**src/rtl/ai_accel_pkg.sv**
```systemverilog
// Shared definitions for the AI accelerator driver and the accelerator.
// Opcodes, status codes, FSM encoding and per-op output sizing.
package ai_accel_pkg;

    localparam logic [3:0] OP_MATMUL  = 4'd0;
    localparam logic [3:0] OP_CONV2D  = 4'd1;
    localparam logic [3:0] OP_RELU    = 4'd2;
    localparam logic [3:0] OP_SOFTMAX = 4'd3;
    localparam logic [3:0] OP_POOL    = 4'd4;

    localparam logic [1:0] ST_OK      = 2'b00;
    localparam logic [1:0] ST_ACC_ERR = 2'b01;
    localparam logic [1:0] ST_TIMEOUT = 2'b10;
    localparam logic [1:0] ST_BAD_OP  = 2'b11;

    localparam logic [4:0] VEC_BYTES = 5'd16;

    typedef enum logic [2:0] {
        S_IDLE,
        S_LOAD_DATA,
        S_LOAD_WGT,
        S_ISSUE,
        S_WAIT,
        S_STORE,
        S_FINISH
    } state_t;

    function automatic logic op_valid(input logic [3:0] op);
        return op <= OP_POOL;
    endfunction

    function automatic logic needs_wgt(input logic [3:0] op);
        return (op == OP_MATMUL) || (op == OP_CONV2D);
    endfunction

    function automatic logic [4:0] out_count(input logic [3:0] op);
        return ((op == OP_CONV2D) || (op == OP_POOL)) ? 5'd4 : 5'd16;
    endfunction

endpackage

```
**src/rtl/ai_accel_mem_seq.sv**
```systemverilog
// Byte-wise memory sequencer shared by the load and store phases.
// Walks base+idx (mod 256) and tracks the one-cycle read return.
module ai_accel_mem_seq
    import ai_accel_pkg::*;
(
    input  logic       clk,
    input  logic       rst_n,
    input  logic       en,
    input  logic       we,
    input  logic [7:0] base,
    input  logic [4:0] count,
    output logic       req,
    output logic       wr,
    output logic [7:0] addr,
    output logic [3:0] idx,
    output logic       cap_valid,
    output logic [3:0] cap_idx,
    output logic       done
);

    logic [4:0] idx_q;

    assign req  = en && (idx_q < count);
    assign wr   = req && we;
    assign addr = req ? (base + {4'd0, idx_q[3:0]}) : 8'd0;
    assign idx  = idx_q[3:0];

    // Writes finish on the last strobe; reads finish when the last byte returns.
    assign done = we ? (req && (idx_q == count - 5'd1))
                     : (cap_valid && ({1'b0, cap_idx} == count - 5'd1));

    // Byte index advances per strobe; read tags trail the strobe by one cycle.
    always_ff @(posedge clk or negedge rst_n) begin
        if (!rst_n) begin
            idx_q     <= 5'd0;
            cap_valid <= 1'b0;
            cap_idx   <= 4'd0;
        end else begin
            cap_valid <= req && !we;
            cap_idx   <= idx_q[3:0];
            if (!en || done) begin
                idx_q <= 5'd0;
            end else if (req) begin
                idx_q <= idx_q + 5'd1;
            end
        end
    end

endmodule

```
**src/rtl/ai_accel_driver.sv**
```systemverilog
// Host-command driver for the AI accelerator: loads operands,
// starts the accelerator, waits with timeout and stores results.
module ai_accel_driver
    import ai_accel_pkg::*;
#(
    parameter int TIMEOUT = 64
) (
    input  logic         clk,
    input  logic         rst_n,
    input  logic         cmd_valid,
    output logic         cmd_ready,
    input  logic [3:0]   cmd_op,
    input  logic [7:0]   cmd_src,
    input  logic [7:0]   cmd_wgt,
    input  logic [7:0]   cmd_dst,
    output logic         mem_req,
    output logic         mem_we,
    output logic [7:0]   mem_addr,
    output logic [7:0]   mem_wdata,
    input  logic [7:0]   mem_rdata,
    output logic         acc_enable,
    output logic [3:0]   acc_operation,
    output logic [127:0] acc_data,
    output logic [127:0] acc_weights,
    input  logic [127:0] acc_result,
    input  logic         acc_done,
    input  logic         acc_error,
    output logic         busy,
    output logic         cmd_done,
    output logic [1:0]   cmd_status
);

    localparam int CW = $clog2(TIMEOUT + 1);

    state_t         state, nxt;
    logic [3:0]     op_q;
    logic [7:0]     src_q, wgt_q, dst_q;
    logic [127:0]   res_q;
    logic [CW-1:0]  wcnt;
    logic [1:0]     st_q, st_val;
    logic           st_load, accept;
    logic           seq_en, seq_we, seq_wr, seq_done, cap_v;
    logic [7:0]     seq_base;
    logic [4:0]     seq_cnt;
    logic [3:0]     seq_idx, cap_idx;

    assign cmd_ready     = (state == S_IDLE);
    assign busy          = (state != S_IDLE);
    assign accept        = cmd_valid && cmd_ready;
    assign acc_enable    = (state == S_ISSUE);
    assign acc_operation = op_q;

    assign seq_en   = state inside {S_LOAD_DATA, S_LOAD_WGT, S_STORE};
    assign seq_we   = (state == S_STORE);
    assign seq_base = (state == S_LOAD_WGT) ? wgt_q :
                      (state == S_STORE)    ? dst_q : src_q;
    assign seq_cnt  = seq_we ? out_count(op_q) : VEC_BYTES;

    assign mem_we    = seq_wr;
    assign mem_wdata = seq_wr ? res_q[{seq_idx, 3'b000} +: 8] : 8'd0;

    ai_accel_mem_seq u_seq (
        .clk       (clk),
        .rst_n     (rst_n),
        .en        (seq_en),
        .we        (seq_we),
        .base      (seq_base),
        .count     (seq_cnt),
        .req       (mem_req),
        .wr        (seq_wr),
        .addr      (mem_addr),
        .idx       (seq_idx),
        .cap_valid (cap_v),
        .cap_idx   (cap_idx),
        .done      (seq_done)
    );

    // State register.
    always_ff @(posedge clk or negedge rst_n) begin
        if (!rst_n) state <= S_IDLE;
        else        state <= nxt;
    end

    // Next-state logic and status selection.
    always_comb begin
        nxt     = state;
        st_load = 1'b0;
        st_val  = ST_OK;
        unique case (state)
            S_IDLE: begin
                if (cmd_valid) begin
                    st_load = 1'b1;
                    if (op_valid(cmd_op)) begin
                        nxt = S_LOAD_DATA;
                    end else begin
                        nxt    = S_FINISH;
                        st_val = ST_BAD_OP;
                    end
                end
            end
            S_LOAD_DATA: begin
                if (seq_done) nxt = needs_wgt(op_q) ? S_LOAD_WGT : S_ISSUE;
            end
            S_LOAD_WGT: begin
                if (seq_done) nxt = S_ISSUE;
            end
            S_ISSUE: nxt = S_WAIT;
            S_WAIT: begin
                if (acc_error) begin
                    nxt     = S_FINISH;
                    st_load = 1'b1;
                    st_val  = ST_ACC_ERR;
                end else if (acc_done) begin
                    nxt = S_STORE;
                end else if (wcnt == CW'(TIMEOUT - 1)) begin
                    nxt     = S_FINISH;
                    st_load = 1'b1;
                    st_val  = ST_TIMEOUT;
                end
            end
            S_STORE: begin
                if (seq_done) nxt = S_FINISH;
            end
            S_FINISH: nxt = S_IDLE;
            default:  nxt = S_IDLE;
        endcase
    end

    // Command latch, operand capture and result capture.
    always_ff @(posedge clk or negedge rst_n) begin
        if (!rst_n) begin
            op_q        <= 4'd0;
            src_q       <= 8'd0;
            wgt_q       <= 8'd0;
            dst_q       <= 8'd0;
            acc_data    <= '0;
            acc_weights <= '0;
            res_q       <= '0;
        end else if (accept) begin
            op_q        <= cmd_op;
            src_q       <= cmd_src;
            wgt_q       <= cmd_wgt;
            dst_q       <= cmd_dst;
            acc_data    <= '0;
            acc_weights <= '0;
            res_q       <= '0;
        end else begin
            if (cap_v && state == S_LOAD_DATA)
                acc_data[{cap_idx, 3'b000} +: 8] <= mem_rdata;
            if (cap_v && state == S_LOAD_WGT)
                acc_weights[{cap_idx, 3'b000} +: 8] <= mem_rdata;
            if (state == S_WAIT && acc_done && !acc_error)
                res_q <= acc_result;
        end
    end

    // Wait counter, pending status and the completion outputs.
    always_ff @(posedge clk or negedge rst_n) begin
        if (!rst_n) begin
            wcnt       <= '0;
            st_q       <= ST_OK;
            cmd_done   <= 1'b0;
            cmd_status <= ST_OK;
        end else begin
            wcnt     <= (state == S_WAIT) ? wcnt + 1'b1 : '0;
            cmd_done <= (state == S_FINISH);
            if (st_load) st_q <= st_val;
            if (state == S_FINISH) cmd_status <= st_q;
            else if (accept)       cmd_status <= ST_OK;
        end
    end

endmodule

```
**config.mk**
```make
export PLATFORM = sky130hd
export DESIGN_NAME = ai_accel_driver
export DESIGN_NICKNAME = d
export VERILOG_FILES = /design/src/rtl/ai_accel_pkg.sv /design/src/rtl/ai_accel_mem_seq.sv /design/src/rtl/ai_accel_driver.sv
export SDC_FILE = /design/constraint.sdc
export NUM_CORES = 1
export LEC_CHECK = 0
export ABC_AREA = 0
export CORE_MARGIN = 1.5
export CORE_UTILIZATION = 51
export DETAILED_ROUTE_END_ITERATION = 10
export PLACE_DENSITY_LB_ADDON = 0.05
export REMOVE_ABC_BUFFERS = 1
export SYNTH_ARGS = -nofsm -noshare
export SYNTH_HDL_FRONTEND = slang
export SYNTH_SLANG_ARGS = --single-unit
```
**constraint.sdc**
```tcl
create_clock -name clk -period 8.5 [get_ports clk]
set_input_delay 1.275 -clock clk [delete_from_list [all_inputs] [get_ports clk]]
set_output_delay 1.275 -clock clk [all_outputs]
set_load 0.02 [all_outputs]
```
After elaboration in Yosys (flattened, before gate mapping)
Index checks and enable logic that the tools add are counted.
{"block": "totals", "in_bits": 169, "register_bits": 437, "latchBits": 0, "n_memories": 0, "romBits": 0, "ramBits": 0}
{"block": "op_classes", "n_mul": 0, "n_mux": 41, "eq_ne": 16, "magnitude_cmp": 2, "addsub": 5, "n_div": 0, "n_reduce_logical": 26, "n_bitwise": 0, "n_shift": 3}
{"op": "128-bit 2-to-1 mux", "count": 6}
{"op": "128-bit bitwise mux", "count": 2}
{"op": "8-bit by 9-bit variable shift with 128-bit output (first input constant)", "count": 1}
{"op": "128-bit by 8-bit indexed part select with 8-bit output", "count": 1}
{"op": "8-bit by 9-bit indexed part select with 128-bit output", "count": 1}
{"op": "8-bit 2-to-1 mux", "count": 4}
{"op": "3-bit 2-to-1 mux", "count": 8}
{"op": "5-bit 2-to-1 mux", "count": 4}
{"op": "3-bit one-hot mux with 6 select lines", "count": 1}
{"op": "2-bit 2-to-1 mux", "count": 7}
{"op": "1-bit logical AND", "count": 10}
{"op": "2-bit nonzero test", "count": 5}
{"op": "3-bit equality test (second input constant)", "count": 3}
{"op": "7-bit negation with 9-bit output", "count": 1}
{"op": "8-bit by 4-bit adder with 8-bit output", "count": 1}
{"op": "7-bit by 1-bit adder with 7-bit output (second input constant)", "count": 1}
{"op": "7-bit by 6-bit equality test with 1-bit output (second input constant)", "count": 1}
{"op": "7-bit 2-to-1 mux", "count": 1}
{"op": "3-bit by 2-bit equality test with 1-bit output (second input constant)", "count": 2}
{"op": "1-bit 2-to-1 mux", "count": 6}
{"op": "2-bit by 1-bit != test with 1-bit output (second input constant)", "count": 3}
{"op": "3-bit nonzero test", "count": 2}
{"op": "5-bit by 1-bit adder with 5-bit output (second input constant)", "count": 1}
{"op": "4-bit by 5-bit equality test with 1-bit output", "count": 1}
{"op": "other kinds (16)", "count": 20}

Longest topological paths before layout
{"block": "logic_depth", "ltp_word": 10, "mapped_depth": 15, "depth_no_buf": 12}

Modules after synthesis
A second synthesis with hierarchy kept.
{"block": "unflattened", "hier_cells": 1530, "area_unflattened_um2": 18541.5}
{"module": "ai_accel_driver", "instances": 1, "cells_per_inst": 1419, "seq_area_each_um2": 10685.2, "area_per_inst_um2": 17454.2}
{"module": "ai_accel_mem_seq", "instances": 1, "cells_per_inst": 111, "seq_area_each_um2": 250.2, "area_per_inst_um2": 1087.3}

Worst setup path before layout
OpenSTA, ideal clock, no wires.
{"block": "synth_path", "path_kind": "flip-flop to output port", "startpoint": "register state[2]", "endpoint": "output mem_addr[6]", "required_ns": 7.225, "slack_ns": 3.877, "path_buffers": 4, "stages_incl_launch_ff": 16, "arrival_time_ns": 3.348, "cell_sequence": "dfrtp_1 > buf_4 > buf_4 > buf_2 > buf_2 > nor3_1 > o21ai_0 > o311a_1 > ha_1 > inv_1 > fa_1 > nor2b_1 > o21ai_0 > a221o_1 > or3_1 > a21oi_1"}
{"block": "synth_via", "elab_chain_len": 5}
{"element": "start: declaration", "line_no": "ai_accel_driver.sv:35", "source": "state_t state, nxt;"}
{"element": "start signal: assignment", "line_no": "ai_accel_driver.sv:81", "source": "else state <= nxt;"}
{"element": "3-bit equality test", "line_no": "ai_accel_driver.sv:53, ai_accel_driver.sv:54, ai_accel_driver.sv:56"}
{"element": "8-bit 2-to-1 mux or 5-bit 2-to-1 mux (tied branches)", "line_no": "ai_accel_driver.sv:56, ai_accel_driver.sv:57"}
{"element": "8-bit 2-to-1 mux or 5-bit < comparator (tied branches)", "line_no": "ai_accel_driver.sv:55, ai_accel_mem_seq.sv:23"}
{"element": "8-bit by 4-bit adder with 8-bit output or 1-bit logical AND (tied branches)", "line_no": "ai_accel_mem_seq.sv:25, ai_accel_mem_seq.sv:23"}
{"element": "8-bit 2-to-1 mux (*)", "line_no": "ai_accel_mem_seq.sv:25", "source": "assign addr = req ? (base + {4'd0, idx_q[3:0]}) : 8'd0;"}
{"element": "end: declaration", "line_no": "ai_accel_driver.sv:18", "source": "output logic [7:0] mem_addr,"}
Every way passes the cells marked *; elsewhere a longest branch is shown, timed or not.

Final worst setup path
{"block": "layout_path", "startpoint": "register state[1]", "endpoint": "output mem_addr[6]"}
Same word-level chain as after synthesis.

==> metrics <==
CP startpoint state[1]$_DFFE_PN0P_; CP most frequent cell nor2b_1; Distinct cells, synth 69; setup tns final 0 ps; Root Buffer clkbuf_16; row count 70; Ports 453; crit-path cells nor2b_1 -> o311a_1 -> ha_1 -> inv_1 -> fa_1 -> nor2b_1 -> o21ai_0 -> a221o_1 -> or3_1 -> a21oi_1 -> clkdlybuf4s50_1; Worst Path Buf+Inv 2; Syn Area/Cell about 11 sq um; hpwl dp roughly 38000 um; TritonCTS buffer count 45; slowest CP cell dfrtp_1; GPL Wtd Cong 0.863; post_cts resized 0; kind of critical path flip-flop to output port; Syn. warnings 0; Final period util 71.3%; Max Clk Rate 0.165 GHz; Worst path max stage delay 830 ps; cell count after synthesis 1759; DR pass1 iterations 5; leakage between 0.01 and 0.015 uW; Final min period about 6000 ps; met1 Use GR 38.2%; cts hold-fix bufs 0; Critical Path End Type output port; most frequent cells in the layout nand2_1, clkdlybuf4s50_1, dfrtp_1; Final Max Tran Viols 0; largest net degree at the start of global routing 171; Yosys top cell area share just under 60%; PwrDens around 320 mW/mm^2; flops & latches, synth 437; CTS H-tree depth 2; min-delay src wgt_q[0]$_DFFE_PN0P_; Clk Latency, worst-skew pair ~600 ps; Routed WL approximately 56000 um; CTS tree built; async set or reset register ratio after synthesis 100%; initial antenna violation count 4; CP Data Arrival Time between 4000 and 5000 ps; Reg clk slew, reported paths 70 ps; port bufs ~450; Top Usage Layer GRT met2; die area 0.0379 sq mm; clock buffer depth 3; final net count 2348; global route overflow 0; Hold Fails Final Rpt 0; ys flop type dfrtp_1; RSZ-0062 raised after global routing false; worst slew pin tran 1150 ps; number of synthesized flops with an enable pin 0; top cells by area, synth dfrtp_1, nand2_1, a22o_1, o21ai_0, mux4_2; Die H 195 um; Util after Layout 69.2%; RR Startpoint state[2]$_DFFE_PN0P_; ANT nets after route 0; MaxCap Viol Count 0; final worst setup slack 2440 ps; die span in x slightly below 200 um; VDD IR max 0.203 mV; GRT met2 Usage 47.5%; core area around 0.036 sq mm; Worst Skew between 30 and 40 ps; sequential area share after synthesis 58.4%; total track usage 29.7%; Mapped Area 0.0187 sq mm; Vias 15300; synth-to-layout area growth 34.2%; worst min path class flip-flop to flip-flop; global-route wire length before repair 87000 um; Slew headroom 23.1%; fill count 2805; Top delay family on crit path simple AND/OR/NAND/NOR gates; clock sinks 437; Starting Density 51.5%; crit-path max FO 24; layout cells sized above 1 7.40%; Critical Path Start Type flip-flop; setup bufs post-CTS 0; final setup vio count 0; Tot Pwr 7960 uW; hold slack 480 ps; # DRC 0; leading area contributor after synthesis dfrtp_1; vias per std cell around 5.7; initial DRC count 1006; vias in the first global route 15000; status completed; met3 Usage GRT 7.70%; Worst Path Required a little over 7000 ps; DR WL/cell 21.1 um; commonest non-fill, non-tap cell in the layout nand2_1; Post-Place Worst Slack 3130 ps
[final timing paths]
path / cells past startpoint / slack (ps) / end
setup reg to reg: 5 / 4490 / res_q[15]$_DFFE_PN0P_
setup / recovery: 11 / 2440 / mem_addr[6]
min in group asynchronous: 1 / 660 / acc_data[51]$_DFFE_PN0P_
hold / removal: 2 / 480 / wgt_q[0]$_DFFE_PN0P_
hold reg to reg: 2 / 480 / wgt_q[0]$_DFFE_PN0P_
max in group asynchronous: 2 / 6360 / res_q[108]$_DFFE_PN0P_
[layout make-up]
type	instances	area (sq um)	area share, %
diodes	5	12.5	0.0498
clock buffers	62	1260	5.01
clock inverters	21	393	1.56
inverters	16	60.1	0.239
multi-input cells	1196	7200	28.6
flip-flops and latches	437	10900	43.5
well taps	468	586	2.33
repair buffers	471	4700	18.7
[tightest hold or removal path, stage by stage, from the launching register on]
cell and delay [ps]:
dfrtp_1 340, nand2_1 50, nand2_1 60
[routing by layer]
layer,up-vias,part of all wire (%)
met3,135,8.5
met2,610,47
li1,7035,-
met5,-,0.071
met4,6,4.4
met1,7546,40
[power breakdown]
part           switching [uW]  total [uW]  internal [uW]
registers                 430        3100           2660
clock network             859        2180           1320
logic                    1520        2680           1150
[synth_stat cells (all sizes together), types with 6 or more instances]
cell / number
nand3: 9
a21oi: 12
buf: 57
ha: 11
clkbuf: 53
inv: 16
a22o: 133
or3: 6
o22ai: 8
nor2b: 13
dfrtp: 437
o2bb2ai: 32
o21ai: 263
nand2: 488
mux2i: 9
xor2: 7
and2: 16
nand2b: 8
mux4: 32
nor3: 21
nor2: 38
a211oi: 18
[per-stage QoR]
step,instance area (sq um),std cells
after floorplan,18200,1649
after global placement,23500,2588
after detailed placement,23500,2588
after CTS,25100,2671
after global routing,25100,2671
final,25100,2676
[kinds of logic (layout without fill, tap and decap cells)]
family / count (synthesis) / count (layout) / share of synthesized area [%]
and+or+nand+nor: 622 / 622 / 14.1
AOI/OAI and AO/OA: 507 / 507 / 18.4
DFF: 437 / 437 / 58.4
buffers and inverters: 126 / 570 / 3.25
muxes: 43 / 43 / 4.45
adders and majority gates: 12 / 12 / 0.842
xor gates and xnor gates: 12 / 12 / 0.561
other: 0 / 5 / 0
[state kept, by name (all words and copies together), names as in the netlist]
register / count
cmd_status: 2
u_seq.idx_q: 5
u_seq.cap_idx: 4
wcnt: 7
dst_q: 8
res_q: 128
acc_data: 128
st_q: 2
u_seq.cap_valid: 1
cmd_done: 1
wgt_q: 8
src_q: 8
acc_operation: 4
state: 3
acc_weights: 128
Note: power is estimated with default switching activity, not from simulation.
